[src/rtl/delayed_reg_responder_if.sv]
`default_nettype none
// ============================================================================
//  Module   : delayed_reg_responder_if
//  Brief    : Fabric request/response channel between the delayed-register
//             responder (master) and the fabric-side consumer (slave).
//  Revision : 1.0 - initial release
// ============================================================================
interface delayed_reg_responder_if #(
  parameter int DATA_W = 64
);
  logic              fab_req_valid;
  logic              fab_req_ready;
  logic [DATA_W-1:0] fab_req_data;
  logic              fab_rsp_valid;
  logic [DATA_W-1:0] fab_rsp_data;

  // Responder side: issues requests, consumes responses.
  modport master (
    output fab_req_valid,
    output fab_req_data,
    input  fab_req_ready,
    input  fab_rsp_valid,
    input  fab_rsp_data
  );

  // Fabric side: accepts requests, produces responses.
  modport slave (
    input  fab_req_valid,
    input  fab_req_data,
    output fab_req_ready,
    output fab_rsp_valid,
    output fab_rsp_data
  );
endinterface
`default_nettype wire

[src/rtl/delayed_reg_responder.sv]
`default_nettype none
// ============================================================================
//  Module   : delayed_reg_responder
//  Brief    : Buffers core-side update strobes in a 2-entry FIFO, issues them
//             one at a time to the fabric, waits for a response or timeout and
//             returns a single-cycle completion pulse with response data.
//  Revision : 1.0 - initial release
// ============================================================================
module delayed_reg_responder #(
  parameter int DATA_W    = 64,
  parameter int TIMEOUT_W = 16
) (
  input  wire logic                 clk,
  input  wire logic                 resetn,
  input  wire logic                 syn_reg1_update,
  input  wire logic [DATA_W-1:0]    wdata,
  input  wire logic [TIMEOUT_W-1:0] timeout_cycles,
  delayed_reg_responder_if.master   fab,
  output logic                      delayed_valid,
  output logic [DATA_W-1:0]         delayed_rdata,
  output logic                      busy,
  output logic                      err_timeout,
  output logic                      err_overflow,
  input  wire logic                 err_clr
);

  typedef enum logic [1:0] {
    S_IDLE  = 2'd0,
    S_ISSUE = 2'd1,
    S_WAIT  = 2'd2,
    S_RESP  = 2'd3
  } state_t;

  state_t               state_q, state_d;
  logic [DATA_W-1:0]    mem_q [2];
  logic [DATA_W-1:0]    mem_d [2];
  logic                 wr_ptr_q, wr_ptr_d;
  logic                 rd_ptr_q, rd_ptr_d;
  logic [1:0]           count_q, count_d;
  logic [DATA_W-1:0]    req_data_q, req_data_d;
  logic [TIMEOUT_W-1:0] cnt_q, cnt_d;
  logic [DATA_W-1:0]    rdata_q, rdata_d;
  logic                 err_tmo_q, err_tmo_d;
  logic                 err_ovf_q, err_ovf_d;

  logic pop;
  logic push;
  logic ovf_set;
  logic tmo_set;

  // Next-state logic for the FIFO, the request FSM, the timeout counter and
  // the sticky error flags. A zero counter means the timeout is disabled:
  // an enabled counter leaves WAIT when it reaches 1, so it never hits 0.
  always_comb begin
    state_d    = state_q;
    mem_d      = mem_q;
    wr_ptr_d   = wr_ptr_q;
    rd_ptr_d   = rd_ptr_q;
    count_d    = count_q;
    req_data_d = req_data_q;
    cnt_d      = cnt_q;
    rdata_d    = rdata_q;
    tmo_set    = 1'b0;

    pop     = (state_q == S_IDLE) && (count_q != 2'd0);
    push    = syn_reg1_update && ((count_q != 2'd2) || pop);
    ovf_set = syn_reg1_update && !push;

    // Pop reads the old head before a same-cycle push may reuse that slot.
    if (pop) begin
      req_data_d = mem_q[rd_ptr_q];
      rd_ptr_d   = ~rd_ptr_q;
    end
    if (push) begin
      mem_d[wr_ptr_q] = wdata;
      wr_ptr_d        = ~wr_ptr_q;
    end
    case ({push, pop})
      2'b10:   count_d = count_q + 2'd1;
      2'b01:   count_d = count_q - 2'd1;
      default: count_d = count_q;
    endcase

    case (state_q)
      S_IDLE: begin
        if (pop) state_d = S_ISSUE;
      end
      S_ISSUE: begin
        if (fab.fab_req_ready) begin
          cnt_d   = timeout_cycles;
          state_d = S_WAIT;
        end
      end
      S_WAIT: begin
        // A response in the final timeout cycle still counts as a response.
        if (fab.fab_rsp_valid) begin
          rdata_d = fab.fab_rsp_data;
          state_d = S_RESP;
        end else if (cnt_q == TIMEOUT_W'(1)) begin
          rdata_d = '1;
          tmo_set = 1'b1;
          state_d = S_RESP;
        end else if (cnt_q != '0) begin
          cnt_d = cnt_q - TIMEOUT_W'(1);
        end
      end
      default: begin
        state_d = S_IDLE;
      end
    endcase

    // A new error event beats a same-cycle clear.
    err_tmo_d = tmo_set | (err_tmo_q & ~err_clr);
    err_ovf_d = ovf_set | (err_ovf_q & ~err_clr);
  end

  // State registers; asynchronous reset discards any queued or in-flight work.
  always_ff @(posedge clk or negedge resetn) begin
    if (!resetn) begin
      state_q    <= S_IDLE;
      mem_q      <= '{default: '0};
      wr_ptr_q   <= 1'b0;
      rd_ptr_q   <= 1'b0;
      count_q    <= 2'd0;
      req_data_q <= '0;
      cnt_q      <= '0;
      rdata_q    <= '0;
      err_tmo_q  <= 1'b0;
      err_ovf_q  <= 1'b0;
    end else begin
      state_q    <= state_d;
      mem_q      <= mem_d;
      wr_ptr_q   <= wr_ptr_d;
      rd_ptr_q   <= rd_ptr_d;
      count_q    <= count_d;
      req_data_q <= req_data_d;
      cnt_q      <= cnt_d;
      rdata_q    <= rdata_d;
      err_tmo_q  <= err_tmo_d;
      err_ovf_q  <= err_ovf_d;
    end
  end

  // Outputs are decoded from registered state only.
  assign fab.fab_req_valid = (state_q == S_ISSUE);
  assign fab.fab_req_data  = req_data_q;
  assign delayed_valid     = (state_q == S_RESP);
  assign delayed_rdata     = rdata_q;
  assign busy              = (count_q != 2'd0) || (state_q != S_IDLE);
  assign err_timeout       = err_tmo_q;
  assign err_overflow      = err_ovf_q;

endmodule
`default_nettype wire

[src/flat_wrapper.sv]
// flat-port wrapper written by rule: the top's interface ports become plain ports
module delayed_reg_responder_flat 
#(
  parameter int DATA_W    = 64,
  parameter int TIMEOUT_W = 16
)
  (clk, resetn, syn_reg1_update, wdata, timeout_cycles, delayed_valid, delayed_rdata, busy, err_timeout, err_overflow, err_clr, fab_fab_req_valid, fab_fab_req_data, fab_fab_req_ready, fab_fab_rsp_valid, fab_fab_rsp_data);
  delayed_reg_responder_if #(.DATA_W(DATA_W)) fab_i ();
  input  wire logic clk;
  input  wire logic resetn;
  input  wire logic syn_reg1_update;
  input  wire logic [DATA_W-1:0] wdata;
  input  wire logic [TIMEOUT_W-1:0] timeout_cycles;
  output logic delayed_valid;
  output logic [DATA_W-1:0] delayed_rdata;
  output logic busy;
  output logic err_timeout;
  output logic err_overflow;
  input  wire logic err_clr;
  output wire logic [$bits(fab_i.fab_req_valid)-1:0] fab_fab_req_valid;
  output wire logic [$bits(fab_i.fab_req_data)-1:0] fab_fab_req_data;
  input wire logic [$bits(fab_i.fab_req_ready)-1:0] fab_fab_req_ready;
  input wire logic [$bits(fab_i.fab_rsp_valid)-1:0] fab_fab_rsp_valid;
  input wire logic [$bits(fab_i.fab_rsp_data)-1:0] fab_fab_rsp_data;
  assign fab_fab_req_valid = fab_i.fab_req_valid;
  assign fab_fab_req_data = fab_i.fab_req_data;
  assign fab_i.fab_req_ready = fab_fab_req_ready;
  assign fab_i.fab_rsp_valid = fab_fab_rsp_valid;
  assign fab_i.fab_rsp_data = fab_fab_rsp_data;
  delayed_reg_responder #(.DATA_W(DATA_W), .TIMEOUT_W(TIMEOUT_W)) u_core (.clk(clk), .resetn(resetn), .syn_reg1_update(syn_reg1_update), .wdata(wdata), .timeout_cycles(timeout_cycles), .fab(fab_i), .delayed_valid(delayed_valid), .delayed_rdata(delayed_rdata), .busy(busy), .err_timeout(err_timeout), .err_overflow(err_overflow), .err_clr(err_clr));
endmodule
[config.mk]
export PLATFORM = sky130hd
export DESIGN_NAME = delayed_reg_responder_flat
export DESIGN_NICKNAME = d
export VERILOG_FILES = /design/src/rtl/delayed_reg_responder_if.sv /design/src/rtl/delayed_reg_responder.sv /design/src/flat_wrapper.sv
export SDC_FILE = /design/constraint.sdc
export NUM_CORES = 1
export LEC_CHECK = 0
export CORE_UTILIZATION = 27
export DETAILED_ROUTE_END_ITERATION = 7
export PLACE_DENSITY_LB_ADDON = 0.12
export SYNTH_ARGS = -nofsm -noshare
export SYNTH_HDL_FRONTEND = slang
export SYNTH_SLANG_ARGS = --single-unit
[constraint.sdc]
create_clock -name clk -period 2.4 [get_ports clk]
set_input_delay 0.36 -clock clk [delete_from_list [all_inputs] [get_ports clk]]
set_output_delay 0.36 -clock clk [all_outputs]
set_load 0.05 [all_outputs]
==> metrics.md <==
| Metric | Value |
|---|---|
| Status | complete, no violations |
| Area occupied by multi-input gates | 0.00413 sq mm |
| Cell variety after synth | 45 |
| Post-synth EDFFs | 0 |
| Top_reg_cell synth | dfrtp_1 |
| Fin crit period | 2.25 ns |
| Synthesized area per cell | 13.2 sq um |
| Syn_nets | 1,026 |
| Total track usage | 14.7% |
| Rel. slew slack | 59.8% |
| Worst Setup End Kind | primary output |
| Pins Over Slew Limit | 0 |
| Vias per std cell | 4.61 |
| Clock Path Buffers | 3 |
| H-tree levels | 2 |
| Core Area | 0.0419 sq mm |
| Layout area overhead | 41.0% |
| Commonest non-fill, non-tap cells in the layout | dfrtp_1 (279), clkdlybuf4s50_1 (278), mux2_2 (129) |
| First-pass GRT wire length | 49.9 mm |
| WS Path Type | flip-flop to primary output |
| Crit path from | u_core.state_q[1]$_DFFE_PN0P_ |
| Final GP Congestion | 0.771 |
| Antenna fix cells | 0 |
| CP cell instances | inv_1 -> ha_1 -> dlygate4sd2_1 |
| Slew @ Worst Pin | 0.600 ns |
| Cell taking the most area after synthesis | dfrtp_1 |
| Setup Skew | 0.0227 ns |
| Most common cell after layout, fill and taps aside | dfrtp_1 |
| YS warnings | 0 |
| Fin Setup TNS | 0 ns |
| Hpwl dp | 21.2 mm |
| Die H | 208 um |
| WP buf/inv | 2 |
| Max Fclk | 443 MHz |
| Total gr overflow | 0 |
| Crit Reg-Reg Startpoint | u_core.cnt_q[10]$_DFFE_PN0P_ |
| Clock Latency Late Sink | 0.53 ns |
| Setup ws final | 0.145 ns |
| CTS tree | built |
| Pwr Density | 1580 mW/mm^2 |
| Largest net degree at the start of global routing | 67 |
| Cell Rows | 75 |
| Post-placement setup slack | 0.134 ns |
| Dominant cells by area after synthesis | dfrtp_1 (61%), mux2_2 (13%), mux2i_1 (5.9%), o22a_1 (4.9%), o21ai_0 (3.1%) |
| Worst Setup Start Kind | flip-flop |
| Nets | 1,325 |
| Crit share post-route | 94.0% |
| DRC | 0 |
| CP max stage delay | 0.58 ns |
| Async S/R FF share, synth | 100% |
| Vias in the first global route | 8,230 |
| ANT nets after route | 0 |
| Leak Pwr | 6.75 nW |
| Critical Path RT | 2.04 ns |
| CTS sink count | 280 |
| Worst-path fanout max | 7 |
| Drt wl/cell | 18.2 um |
| IO Count | 283 |
| Initial antenna violation count | 1 |
| Initial DRC count | 309 |
| Maxcap violations | 0 |
| Clk root buf | clkbuf_16 |
| Synth top area share | 61.1% |
| RSZ-0062 raised after global routing | false |
| Cell family with most CP delay | buffers and inverters |
| Total Wirelength | 31.5 mm |
| Worst min path class | input port to asynchronous set/reset pin |
| Filler Cell Count | 4,090 |
| Die area | 0.0433 sq mm |
| Vias | 7,969 |
| Seq/Total Area, Yosys | 61.1% |
| TritonCTS Buffers | 35 |
| Die W | 208 um |
| Initial Utilization | 27.3% |
| CP max stage cell | dlygate4sd2_1 |
| Seq cells post-synth | 280 |
| Synth Cell Area | 0.0115 sq mm |
| Mapped Cells | 869 |
| Setup violators final | 0 |
| Minimum hold slack | 0.399 ns |
| Data arrival, critical path | 1.89 ns |
| Final hold viol count | 0 |
| Seq. cell area | 0.00701 sq mm |
| Number of detailed-route iterations in the first pass | 4 |
| Share of layout cells above drive strength 1 | 18.5% |
| Clock-pin slew on the worst setup and hold paths | 0.05 ns |
| Maximum vdd drop | 695 uV |
| Buffers added on ports | 282 |
[flip-flops by register name, indices dropped and copies added (netlist names), 2 cells and up]
register and cells:
u_core.mem_q 128, u_core.fab.fab_req_data 64, u_core.delayed_rdata 64, u_core.count_q 2, u_core.cnt_q 16, u_core.state_q 2
[cell usage after synthesis (2+ instances only)]
library cell,count
mux2i_1,67
or4_4,2
nor4_1,4
buf_2,7
o22a_1,64
clkbuf_1,34
nor2_1,23
nor3_1,3
nand2b_1,6
ha_1,7
dfrtp_1,280
o22ai_1,5
a31oi_1,2
o31ai_1,5
nand4_1,2
o21ai_0,71
nand2_1,83
a21oi_1,13
nand3b_1,2
nor3b_1,2
o211ai_1,2
a311oi_1,8
or3_1,2
nand3_1,2
xnor2_1,4
buf_12,6
buf_1,5
and2_1,2
mux2_2,129
inv_1,12
[cell families after synthesis]
logic type      Yosys count  synth area share, %
compound gates          177                 10.5
buf+inv                  65                 3.12
fa+ha+maj                 7                0.764
simple gates            139                 5.56
flops                   280                 61.1
mux                     196                 18.5
xor+xnor                  5                0.382
[power breakdown]
part / internal (mW) / switching (mW) / total (mW) / leakage [nW]
Clock: 2.90 / 2.01 / 4.91 / 0.511
Sequential: 7.09 / 1.37 / 8.47 / 3.27
Combinational: 4.98 / 7.24 / 12.2 / 2.97
[per-stage QoR]
| stage | cell area (sq um) | power, mW | instances | utilization (%) |
|---|---|---|---|---|
| floorplan | 11500 | 16.6 | 869 | - |
| global placement | 15100 | 20.8 | 1668 | 36.0 |
| detailed placement | 15100 | 21.0 | 1668 | 36.0 |
| CTS | 16200 | 26.1 | 1729 | 38.5 |
| global route | 16200 | 27.2 | 1730 | 38.5 |
| finish | 16200 | 25.6 | 1730 | 38.5 |
[final timing paths]
path / to / slack, ns / cells past startpoint
max: fab_fab_req_valid / 0.15 / 3
max reg2reg: u_core.state_q[1]$_DFFE_PN0P_ / 0.17 / 6
max in group asynchronous: u_core.mem_q[72]$_DFFE_PN0P_ / 1.23 / 3
min reg2reg: u_core.fab.fab_req_data[23]$_DFFE_PN0P_ / 0.48 / 2
min: u_core.cnt_q[11]$_DFFE_PN0P_ / 0.40 / 2
min in group clk: u_core.err_overflow$_DFF_PN0_ / 0.44 / 2
[routing by layer]
| metal | track usage (%) | wire [um] | up-vias |
|---|---|---|---|
| li1 | - | - | 3736 |
| met5 | 0 | 11 | - |
| met2 | 22.6 | 14000 | 228 |
| met1 | 19.5 | 14400 | 3950 |
| met3 | 4.82 | 2290 | 53 |
| met4 | 5.06 | 739 | 2 |
[cell type report]
type	instances	share of cell area, %
flip-flops and latches	280	43.4
clock buffers	51	5.98
clock inverters	9	0.496
multi-input cells	524	25.6
well taps	539	4.17
inverters	12	0.279
repair buffers	315	20.1
[repair_timing]
action,CTS,global route
hold buffers,1,0
setup buffers,0,1
resized for setup,1,1
endpoints found under the hold margin,48,0
pin swaps,0,1
setup endpoints to repair,1,2
No activity file was read; power rests on OpenSTA's default activity.
